### src/rtl/ppa_result_checker.sv
// Checks a 16-bit adder: queues expected {carry,sum} per operand push and compares on each result pop.
// Latency: compare is combinational on pop; counters and flags update on the same rising edge.
// Backpressure: in_ready drops when the queue is full; pushes while full are dropped and flagged.

module ppa_fifo #(
    parameter int DEPTH = 8,
    parameter int W     = 17
) (
    input  logic                     clk,
    input  logic                     rst_n,
    input  logic                     clr,
    input  logic                     push,
    input  logic [W-1:0]             wdat,
    input  logic                     pop,
    output logic [W-1:0]             rdat,
    output logic [$clog2(DEPTH):0]   count,
    output logic                     full,
    output logic                     empty
);
    // Generic synchronous FIFO with combinational head read.
    // Latency: a pushed entry is visible at rdat the cycle after push.
    // Backpressure: caller gates push/pop; push on full is legal only with pop.

    localparam int AW = $clog2(DEPTH);

    logic [W-1:0]  mem [DEPTH];
    logic [AW-1:0] wr_ptr;
    logic [AW-1:0] rd_ptr;
    logic [AW:0]   count_nxt;

    assign rdat  = mem[rd_ptr];
    assign full  = (count == (AW+1)'(DEPTH));
    assign empty = (count == '0);

    always_comb begin
        count_nxt = count;
        case ({push, pop})
            2'b10:   count_nxt = count + (AW+1)'(1);
            2'b01:   count_nxt = count - (AW+1)'(1);
            default: count_nxt = count;
        endcase
    end

    // Pointers are exactly AW bits wide so they wrap modulo DEPTH naturally.
    always_ff @(posedge clk or negedge rst_n) begin
        if (!rst_n) begin
            wr_ptr <= '0;
            rd_ptr <= '0;
            count  <= '0;
        end else if (clr) begin
            wr_ptr <= '0;
            rd_ptr <= '0;
            count  <= '0;
        end else begin
            if (push) wr_ptr <= wr_ptr + AW'(1);
            if (pop)  rd_ptr <= rd_ptr + AW'(1);
            count <= count_nxt;
        end
    end

    always_ff @(posedge clk) begin
        if (push && !clr) mem[wr_ptr] <= wdat;
    end
endmodule


### config.mk
export PLATFORM = sky130hd
export DESIGN_NAME = ppa_fifo
export DESIGN_NICKNAME = d
export VERILOG_FILES = /design/src/rtl/ppa_result_checker.sv
export SDC_FILE = /design/constraint.sdc
export NUM_CORES = 1
export LEC_CHECK = 0
export BUFFER_PORTS_ARGS = -buffer_cell sky130_fd_sc_hd__buf_2
export CORE_ASPECT_RATIO = 0.75
export CORE_MARGIN = 5
export CORE_UTILIZATION = 40
export DETAILED_ROUTE_END_ITERATION = 10
export PLACE_DENSITY = 0.67
export SYNTH_ARGS = -nofsm -noshare
export SYNTH_HDL_FRONTEND = slang
export SYNTH_SLANG_ARGS = --single-unit
export TNS_END_PERCENT = 1
### constraint.sdc
create_clock -name clk -period 3.5 [get_ports clk]
set_input_delay 0.7 -clock clk [delete_from_list [all_inputs] [get_ports clk]]
set_output_delay 0.7 -clock clk [all_outputs]
set_load 0.02 [all_outputs]
==> results of run 1 <==
## placed cells by master (no fill, tap or decap), types with 3 or more instances in the layout
cell	instances
mux2i_1	3
ha_1	4
mux4_2	10
inv_1	3
nor2_1	18
edfxtp_1	136
buf_2	44
buf_4	10
clkbuf_16	17
mux4_1	24
dfrtp_1	9
mux2_2	17
clkinv_2	4
xor2_1	4
nand2_1	3
## stage by stage
| step | total power [W] | instances | cell area, um^2 | util |
|---|---|---|---|---|
| 6_report | 0.00398 | 545 | 6920 | 0.481 |
| 4_1_cts | 0.00403 | 544 | 6920 | 0.480 |
| 3_3_place_gp | 0.00233 | 514 | 6370 | 0.442 |
| 5_1_grt | 0.00413 | 544 | 6920 | 0.480 |
| 2_1_floorplan | 0.00223 | 272 | 5860 | - |
| 3_5_place_dp | 0.00234 | 514 | 6370 | 0.442 |
## power breakdown
part | switching [W] | leakage (nW) | internal (W) | total (W)
logic | 0.000181 | 0.746 | 0.000152 | 0.000333
clock network | 0.000648 | 0.266 | 0.00103 | 0.00168
registers | 0.0000262 | 1.36 | 0.00194 | 0.00197
## flip-flops by register name, indices dropped and copies added (netlist names)
signal	count
wr_ptr	3
mem	136
count	4
rd_ptr	3
## synthesized netlist by cell type (all sizes together)
cell,n,area (um^2)
mux2i,3,30.0
mux4,34,856
a2111o,1,11.3
xor2,4,35.0
and2,1,6.26
dfrtp,10,250
clkbuf,5,18.8
nand2b,2,12.5
edfxtp,136,4080
inv,3,11.3
nand3b,1,7.51
ha,4,50.1
a221oi,1,8.76
nand3,1,5.00
nand4b,1,8.76
nor3,4,20.0
a31o,1,8.76
a2111oi,1,8.76
nor2,18,67.6
nand2,3,11.3
a22o,1,8.76
or3b,1,8.76
mux2,17,191
nor2b,2,12.5
nor4,2,12.5
o21ai,1,5.00
a211o,1,8.76
a221o,1,10.0
nand4,1,6.26
buf,9,68.8
xnor2,2,17.5
## how the worst max path moves through the flow
stage / from / end / slack, ns
2_1_floorplan: clr / mem[0][0]$_DFFE_PP_ / 0.67
3_3_place_gp: rd_ptr[0]$_DFFE_PN0P_ / rdat[14] / 0.87
3_5_place_dp: rd_ptr[0]$_DFFE_PN0P_ / rdat[9] / 0.85
4_1_cts: rd_ptr[0]$_DFFE_PN0P_ / rdat[9] / 0.41
5_1_grt: rd_ptr[0]$_DFFE_PN0P_ / rdat[9] / 0.34
6_report: rd_ptr[0]$_DFFE_PN0P_ / rdat[9] / 0.46
## cells by family (layout without fill, tap and decap cells)
kind of cell               Yosys count  in the layout  synth area share
AOI/OAI and AO/OA                    8              8            0.0120
buffers and inverters               17             89            0.0169
and+or+nand+nor                     37             37            0.0305
other                                0              1                 0
xor gates and xnor gates             6              6           0.00896
muxes                               54             54             0.184
adders and majority gates            4              4           0.00854
DFF                                146            146             0.739
## per-layer routing
metal / routed length (um) / vias up
met1: 4640 / 1432
met2: 5300 / 46
met3: 441 / 17
met4: 161 / 0
met5: 0 / -
li1: - / 1265
## cell type report
| cell class | count | area, um^2 | area share |
|---|---|---|---|
| Sequential cell | 146 | 4340 | 0.626 |
| Multi-Input combinational cell | 109 | 1440 | 0.208 |
| Clock buffer | 19 | 433 | 0.0625 |
| Timing Repair Buffer | 56 | 335 | 0.0484 |
| Tap cell | 200 | 250 | 0.0361 |
| Clock inverter | 11 | 116 | 0.0168 |
| Inverter | 3 | 11.3 | 0.00163 |
| Antenna cell | 1 | 2.50 | 0.000361 |
==> impl_metrics.tcl, run 1 <==
set metrics [dict create \
    crit_chain "buf_12, mux4_1, mux2_2, buf_2" \
    use_met3 0.0406 \
    fin_skew_ns 0.00744 \
    max_cap_violations 0 \
    drtPass1Iterations 4 \
    yosysSeqAreaShare 0.739 \
    vias 2760 \
    vias_per_cell 5.06 \
    hold_buffers 0 \
    fin_crit_ns 3.04 \
    met1_usage 0.169 \
    cts_tree "done" \
    worst_hold_path_type "input port to asynchronous set/reset pin" \
    antenna_found_initial 0 \
    endpoint_kind "output pin" \
    wl_per_cell_um 19.3 \
    outcome "completed" \
    setup_ws_ns 0.460 \
    critical_path.slowest_cell "dfrtp_2" \
    num_rows 38 \
    postRouteAntennaNets 0 \
    rsz0062_at_grt "false" \
    finalSetupViolCount 0 \
    die-width_um 150 \
    worst_slew_pin_slew_ns 0.571 \
    root_buffer "clkbuf_16" \
    drtIter0Drc 184 \
    synth_area_per_cell_um2 21.6 \
    top_usage_layer "met2" \
    cts_resized 0 \
    drive_gt1_frac 0.334 \
    fillers 1171 \
    worstSetupStartpointType "register" \
    clk_path_buf_depth 2 \
    synthCells 272 \
    relSlewSlack 0.618 \
    drcViolationCount 0 \
    grt_pass1_wl_mm 16.3 \
    r2r_slack_ns 1.55 \
    slew_violations 0 \
    fmax_ghz 0.329 \
    ys_warn_count 0 \
    path_depth 4 \
    yosys_register_bits 146 \
    start_util 0.407 \
    grt.total_usage 0.130 \
    grt_pass1_vias 2773 \
    h-tree-depth 4 \
    peakVddDrop_mv 0.342 \
    die_area_mm2 0.0172 \
    place_ws_ns 0.846 \
    port_buffers 44 \
    postCtsSetupBuffers 0 \
    core-area_mm2 0.0144 \
    grt_start_max_net_pins 25 \
    area_delta_synth_final_pct 18.1 \
    cts.clk_slew.worst_paths_ns 0.06 \
    dp_hpwl_mm 6.20 \
    hold_ws_ns 0.141 \
    finalNetCount 359 \
    critPathArrivalTime_ns 2.34 \
    worst_skew_pair.late_latency_ns 0.41 \
    timing.rr.end "mem[4][6]$_DFFE_PP_" \
    syn-cell-area_mm2 0.00586 \
    place.gp.congestion 0.732 \
    worstReg2RegStart "wr_ptr[0]$_DFFE_PN0P_" \
    clock-sinks 146 \
    power_density_mw_per_mm2 575 \
    setup_tns_ns 0 \
    critPathMaxFanout 24 \
    die_h_um 115 \
    timing.final.crit_share 0.868 \
    synth_cell_types 34 \
    finalHoldViolations 0 \
    p_leak_nw 2.37 \
    grtUsageMet2 0.211 \
    pin_count 45 \
    routed_wl_mm 10.5 \
    ff2ff_path_depth 3 \
    max_stage_delay_ns 0.62 \
    path_buf_inv 2 \
    grt_overflow_total 0 \
    cpLargestDelayFamily "multiplexers" \
    crit_type "register to output pin" \
    numCtsBuffers 17 \
    syn_nets 298 \
    cp.required_ns 2.80 \
]
Note: power is estimated with default switching activity, not from simulation.
==> inputs of run 2 (changes only) <==
--- a/config.mk
+++ b/config.mk
@@ -10,8 +10,9 @@
 export CORE_MARGIN = 5
 export CORE_UTILIZATION = 40
 export DETAILED_ROUTE_END_ITERATION = 10
+export HOLD_SLACK_MARGIN = 0.05
+export MAX_ROUTING_LAYER = met4
 export PLACE_DENSITY = 0.67
 export SYNTH_ARGS = -nofsm -noshare
 export SYNTH_HDL_FRONTEND = slang
 export SYNTH_SLANG_ARGS = --single-unit
-export TNS_END_PERCENT = 1
==> impl_metrics.tcl, run 2 (synthesized netlist as in run 1, its figures left out) <==
set metrics [dict create \
    outcome "completed" \
    largest_register_ffs 136 \
    setup_tns_ns 0 \
    critPathArrivalTime_ns 2.34 \
    place.gp.congestion 0.741 \
    grt_pass1_vias 2777 \
    pin_count 45 \
    slew_violations 0 \
    hold_buffers 0 \
    top_register "mem" \
    die_h_um 115 \
    power_density_mw_per_mm2 574 \
    r2r_slack_ns 1.54 \
    antenna_found_initial 0 \
    h-tree-depth 4 \
    layout_commonest_cell "edfxtp_1" \
    worst_slew_pin_slew_ns 0.576 \
    top_regs "mem: 136 flops, count: 4 flops" \
    worstReg2RegStart "wr_ptr[0]$_DFFE_PN0P_" \
    worstSetupStartpointType "register" \
    die_area_mm2 0.0172 \
    cts_tree "done" \
    finalSetupViolCount 0 \
    vias_per_cell 5.07 \
    postCtsSetupBuffers 0 \
    grt_start_max_net_pins 25 \
    cp.required_ns 2.80 \
    ff2ff_path_depth 3 \
    drive_gt1_frac 0.334 \
    crit_chain "buf_12, mux4_1, mux2_2, buf_2" \
    cpLargestDelayFamily "multiplexers" \
    peakVddDrop_mv 0.331 \
    crit_type "register to output pin" \
    area_delta_synth_final_pct 18.1 \
    cts_resized 0 \
    critical_path.slowest_cell "dfrtp_2" \
    worst_hold_path_type "input port to asynchronous set/reset pin" \
    wl_per_cell_um 19.4 \
    timing.final.crit_share 0.868 \
    drcViolationCount 0 \
    path_buf_inv 2 \
    postRouteAntennaNets 0 \
    finalHoldViolations 0 \
    start_util 0.407 \
    worst_skew_pair.late_latency_ns 0.40 \
    grt_pass1_wl_mm 16.3 \
    vias 2760 \
    fmax_ghz 0.329 \
    grt_overflow_total 0 \
    finalNetCount 359 \
    diodes 0 \
    port_buffers 44 \
    relSlewSlack 0.615 \
    cts.clk_slew.worst_paths_ns 0.06 \
    grt.total_usage 0.134 \
    die-width_um 150 \
    fin_skew_ns 0.00810 \
    core-area_mm2 0.0144 \
    max_cap_violations 0 \
    p_leak_nw 2.37 \
    fillers 1172 \
    rsz0062_at_grt "false" \
    drtIter0Drc 204 \
    numCtsBuffers 17 \
    num_rows 38 \
    clock-sinks 146 \
    max_stage_delay_ns 0.62 \
    layout_common_cells "136 x edfxtp_1, 44 x buf_2, 24 x mux4_1, 18 x nor2_1" \
    dp_hpwl_mm 6.20 \
    root_buffer "clkbuf_16" \
    clk_path_buf_depth 2 \
    routed_wl_mm 10.5 \
    timing.rr.end "mem[4][6]$_DFFE_PP_" \
    critPathMaxFanout 24 \
    fin_total_pwr_w 0.00397 \
    fin_crit_ns 3.04 \
    endpoint_kind "output pin" \
    drtPass1Iterations 4 \
]
## run 2: cell type report
cell class / count / area (um^2) / share of cell area
flip-flops and latches: 146 / 4340 / 0.626
multi-input cells: 109 / 1440 / 0.208
clock buffers: 19 / 433 / 0.0626
repair buffers: 56 / 335 / 0.0485
well taps: 200 / 250 / 0.0362
clock inverters: 11 / 116 / 0.0168
inverters: 3 / 11.3 / 0.00163
## run 2: per-stage QoR
step	instance area, um^2	std cells	utilization	hold slack (ns)	setup WS [ns]
6_report	6920	544	0.480	0.151	0.461
5_1_grt	6920	544	0.480	0.150	0.335
4_1_cts	6920	544	0.480	0.141	0.406
3_5_place_dp	6370	514	0.442	0.580	0.846
3_3_place_gp	6370	514	0.442	0.578	0.865
2_1_floorplan	5860	272	-	0.404	0.675
## run 2: metal layers
metal | vias up | GRT usage | part of all wire
li1 | 1263 | - | -
met1 | 1424 | 0.170 | 0.43
met2 | 61 | 0.210 | 0.51
met3 | 12 | 0.0433 | 0.047
met4 | 0 | 0.0384 | 0.0088
met5 | - | - | 0
## run 2: power breakdown
group          internal, W  switching (W)
logic             0.000152       0.000182
clock network      0.00103       0.000638
registers          0.00194      0.0000264
total              0.00313       0.000846
## run 2: worst max-delay path by stage
stage | start | slack [ns] | to | cells after the start
6_report | rd_ptr[0]$_DFFE_PN0P_ | 0.46 | rdat[9] | 4
5_1_grt | rd_ptr[0]$_DFFE_PN0P_ | 0.34 | rdat[9] | 4
4_1_cts | rd_ptr[0]$_DFFE_PN0P_ | 0.41 | rdat[9] | 4
2_1_floorplan | clr | 0.67 | mem[0][0]$_DFFE_PP_ | 2
3_3_place_gp | rd_ptr[0]$_DFFE_PN0P_ | 0.87 | rdat[14] | 4
3_5_place_dp | rd_ptr[0]$_DFFE_PN0P_ | 0.85 | rdat[9] | 4
